$ cat config.mk
export PLATFORM = sky130hd
export DESIGN_NAME = conf_int_sub__pipe__arch_agnos
export DESIGN_NICKNAME = d
export VERILOG_FILES = /design/src/rtl/conf_int_sub__pipe__arch_agnos.sv
export SDC_FILE = /design/constraint.sdc
export NUM_CORES = 1
export LEC_CHECK = 0
export ABC_AREA = 1
export ABC_CLOCK_PERIOD_IN_PS = 2200
export CORE_UTILIZATION = 47
export DETAILED_ROUTE_END_ITERATION = 8
export DONT_BUFFER_PORTS = 1
export GPL_TIMING_DRIVEN = 0
export HOLD_SLACK_MARGIN = 0.12
export PLACE_DENSITY_LB_ADDON = 0.25
export SYNTH_ARGS = -nofsm -noshare
export SYNTH_HDL_FRONTEND = slang
export SYNTH_SLANG_ARGS = --single-unit
$ cat constraint.sdc
create_clock -name clk -period 2.2 [get_ports clk]
set_clock_uncertainty 0.05 [all_clocks]
set_input_delay 0.44 -clock clk [delete_from_list [all_inputs] [get_ports clk]]
set_output_delay 0.44 -clock clk [all_outputs]
set_load 0.05 [all_outputs]
$ cat src/rtl/conf_int_sub__pipe__arch_agnos.sv
// Two-stage pipelined configurable-precision subtractor d = a - b.
// The borrow chain is split into a low slice (stage 1) and a high slice (stage 2).
module conf_int_sub__pipe__arch_agnos #(
    parameter int unsigned OP_BITWIDTH        = 16,
    parameter int unsigned DATA_PATH_BITWIDTH = 16,
    parameter int unsigned LO_WIDTH           = DATA_PATH_BITWIDTH / 2
) (
    input  logic                          clk,
    input  logic                          rst,
    input  logic                          in_valid,
    output logic                          in_ready,
    input  logic [DATA_PATH_BITWIDTH-1:0] a,
    input  logic [DATA_PATH_BITWIDTH-1:0] b,
    output logic                          out_valid,
    input  logic                          out_ready,
    output logic [DATA_PATH_BITWIDTH-1:0] d,
    output logic                          borrow
);
    localparam int unsigned HI_WIDTH = DATA_PATH_BITWIDTH - LO_WIDTH;
    localparam logic [DATA_PATH_BITWIDTH-1:0] MASK =
        {DATA_PATH_BITWIDTH{1'b1}} << (DATA_PATH_BITWIDTH - OP_BITWIDTH);

    logic [DATA_PATH_BITWIDTH-1:0] a_m, b_m;
    logic [LO_WIDTH:0]             lo_diff;
    logic [HI_WIDTH:0]             hi_diff;

    logic                s1_valid;
    logic [LO_WIDTH-1:0] lo_q;
    logic                bl_q;
    logic [HI_WIDTH-1:0] a_hi_q, b_hi_q;

    logic s2_load, s1_adv, in_xfer;

    assign a_m = a & MASK;
    assign b_m = b & MASK;

    assign s2_load  = !out_valid || out_ready;
    assign s1_adv   = s1_valid && s2_load;
    assign in_ready = rst && (!s1_valid || s2_load);
    assign in_xfer  = in_valid && in_ready;

    // Extra MSB on each slice difference carries the borrow-out.
    assign lo_diff = {1'b0, a_m[LO_WIDTH-1:0]} - {1'b0, b_m[LO_WIDTH-1:0]};
    assign hi_diff = {1'b0, a_hi_q} - {1'b0, b_hi_q} - {{HI_WIDTH{1'b0}}, bl_q};

    always_ff @(posedge clk or negedge rst) begin
        if (!rst) begin
            s1_valid <= 1'b0;
        end else if (in_xfer) begin
            s1_valid <= 1'b1;
        end else if (s1_adv) begin
            s1_valid <= 1'b0;
        end
    end

    always_ff @(posedge clk) begin
        if (in_xfer) begin
            lo_q   <= lo_diff[LO_WIDTH-1:0];
            bl_q   <= lo_diff[LO_WIDTH];
            a_hi_q <= a_m[DATA_PATH_BITWIDTH-1:LO_WIDTH];
            b_hi_q <= b_m[DATA_PATH_BITWIDTH-1:LO_WIDTH];
        end
    end

    always_ff @(posedge clk or negedge rst) begin
        if (!rst) begin
            out_valid <= 1'b0;
            d         <= '0;
            borrow    <= 1'b0;
        end else if (s1_adv) begin
            out_valid <= 1'b1;
            d         <= {hi_diff[HI_WIDTH-1:0], lo_q};
            borrow    <= hi_diff[HI_WIDTH];
        end else if (out_ready) begin
            out_valid <= 1'b0;
        end
    end
endmodule
==> reports/qor.csv <==
metric,value,unit
outcome,finished clean,
drv_slew,0,
drc,0,
holdPathEnd,b_hi_q[6],
rows,25,
critPathCaptureType,output pin,
crit_arrival,1.58,ns
worstHoldStart,b[14],
routed-via-count,1573,
core_area,0.00479,sq mm
insertedDiodeCount,0,
drive_above_1_share,6.34,%
final_hold_viol_count,0,
seq_area_frac_synth,51.7,%
cts_made_buffers,5,
gp_congestion,0.790,
syn_to_final_growth,11.0,%
grt_max_degree,26,
rsz0062_at_grt,no,
grt_pass1_vias,1456,
synth-warning-count,0,
synth.distinct_cells,21,
setup_viol_count_final,0,
final_nets,328,
worstSetupStartpointType,flop,
slew_headroom,42.1,%
p_leak,1.36,nW
worstHoldPathCells,0,
worst_slack,0.130,ns
initial_core_util,49.5,%
cp.required,1.71,ns
io_pins,55,
regArea,0.00123,sq mm
cts_sinks,44,
synthCells,259,
tightest_slew,0.865,ns
cts_buffer_depth,2,
drtAntennaViolNets,0,
ff2ff_setup_slack,0.25,ns
max_freq,483,MHz
die_h,73.0,um
drt_iter0_markers,49,
route.detailed.wl_per_inst,11.4,um
hold_path_class,in2reg,
syn_nets,320,
path_clk_slew,0.08,ns
finalCriticalPeriod,2.07,ns
cts_tree,yes,
grt_use_total,15.8,%
r2r-start,a_hi_q[0],
multi_input_area,917,sq um
p_per_area,981,mW/mm^2
fillCellCount,440,
cts_root_buf,clkbuf_8,
synth.avg_cell_area,9.15,sq um
place_ws,-0.217,ns
dr.pass1.iters,4,
syn-cell-area,0.00237,sq mm
ff2ff_path_depth,9,
vias_per_cell,4.70,
rr_endpoint,d[13],
ys_seq_elements,44,
die_x,73.0,um
antenna_found_initial,0,
dp_hpwl,2.86,mm
htree_levels,2,
io_buffers,0,
crit_path_max_fanout,4,
grt_pass1_wl,6.25,mm
dieArea,0.00533,sq mm
period_share,94.1,%
grt-ovfl-total,0,
timing.max_cap.violations,0,
path_class,reg2out,
wirelength,3.81,mm
peakVddDrop,0.000522,V
clock_latency,0.30,ns
power,0.00258,W
## cell families after synthesis
family / synth area share, %
xor+xnor: 2.59
flops: 51.7
compound gates: 4.54
simple gates: 17.1
fa+ha+maj: 14.1
buf+inv: 9.92
## per-layer routing
layer | GRT usage (%) | vias to the layer above | share of wire, %
met5 | 0 | - | 0
met4 | 6.32 | 0 | 1.6
met3 | 5.52 | 8 | 6.1
met2 | 27.1 | 41 | 48
met1 | 18.0 | 708 | 44
li1 | - | 816 | -
## power by group
part | switching (W) | internal (W)
Combinational | 0.000214 | 0.000139
Clock | 0.000272 | 0.000568
Sequential | 0.000396 | 0.000994
Total | 0.000882 | 0.00170
## what timing repair did
item	in CTS	in global routing
setup endpoints to repair	26	0
gates resized for setup	3	0
hold buffers	1	0
hold endpoints to repair	19	0
buffers inserted	0	0
## worst max path at each step
stage                            to  cells past startpoint      start  slack, ns
after global placement    b_hi_q[2]                      3  out_valid      -0.18
after floorplan           a_hi_q[0]                      3  out_valid       0.18
final                      in_ready                      3  out_valid       0.13
after CTS                  in_ready                      3  out_valid       0.12
after global routing       in_ready                      3  out_valid       0.06
after detailed placement  b_hi_q[1]                      3  out_valid      -0.22
## through the flow
step | hold WS [ns] | instances | TNS, ns | utilization, % | area [sq um]
2_1_floorplan | 0.0944 | 259 | 0 | - | 2370
3_3_place_gp | 0.0948 | 326 | -4.46 | 51.3 | 2460
3_5_place_dp | 0.0947 | 326 | -5.41 | 51.3 | 2460
4_1_cts | 0.171 | 335 | 0 | 55.0 | 2630
5_1_grt | 0.166 | 335 | 0 | 55.0 | 2630
6_report | 0.181 | 335 | 0 | 55.0 | 2630
## cell usage in the layout (no fill, tap or decap), types with 2 or more instances in the layout
master,n
clkbuf_8,5
inv_1,57
a21oi_1,7
edfxtp_1,25
nand3_1,10
o21ai_0,6
bufinv_16,3
xnor2_1,4
nand2_1,83
ha_1,22
dfrtp_1,18
nor2_1,7
buf_2,2
o21ai_2,2
fa_1,3
xor2_1,3
## cells in the mapped netlist, drive strengths merged
library cell  number  share of area, %
nand2             83                13
inv               58               9.2
edfxtp            25                32
ha                22                12
dfrtp             19                20
nand3             10               2.1
o21ai              9               2.2
nor2               8               1.3
a21oi              7               1.5
xnor2              4               1.5
buf                3              0.74
fa                 3               2.5
xor2               3               1.1
a31oi              1              0.26
nand3b             1              0.32
o21a               1              0.32
o22ai              1              0.26
or2                1              0.26
## layout make-up
cell class / instances / share of cell area (%)
inverter: 58 / 8.27
multi-input combinational: 154 / 34.8
buffer: 3 / 0.665
sequential: 44 / 46.6
clock inverter: 3 / 3.42
clock buffer: 5 / 2.61
tap: 67 / 3.18
timing repair buffer: 1 / 0.380
## worst max-delay path, stage by stage, from the launching register on
cell and delay, ns:
dfrtp_2 0.52, nand2_1 0.15, o21ai_1 0.30, inv_1 0.30
## registers in the layout (all words and copies together), names as in the netlist
register   flops
d             16
a_hi_q         8
b_hi_q         8
lo_q           8
bl_q           1
borrow         1
out_valid      1
s1_valid       1
Power figures use the tool's default switching activity.
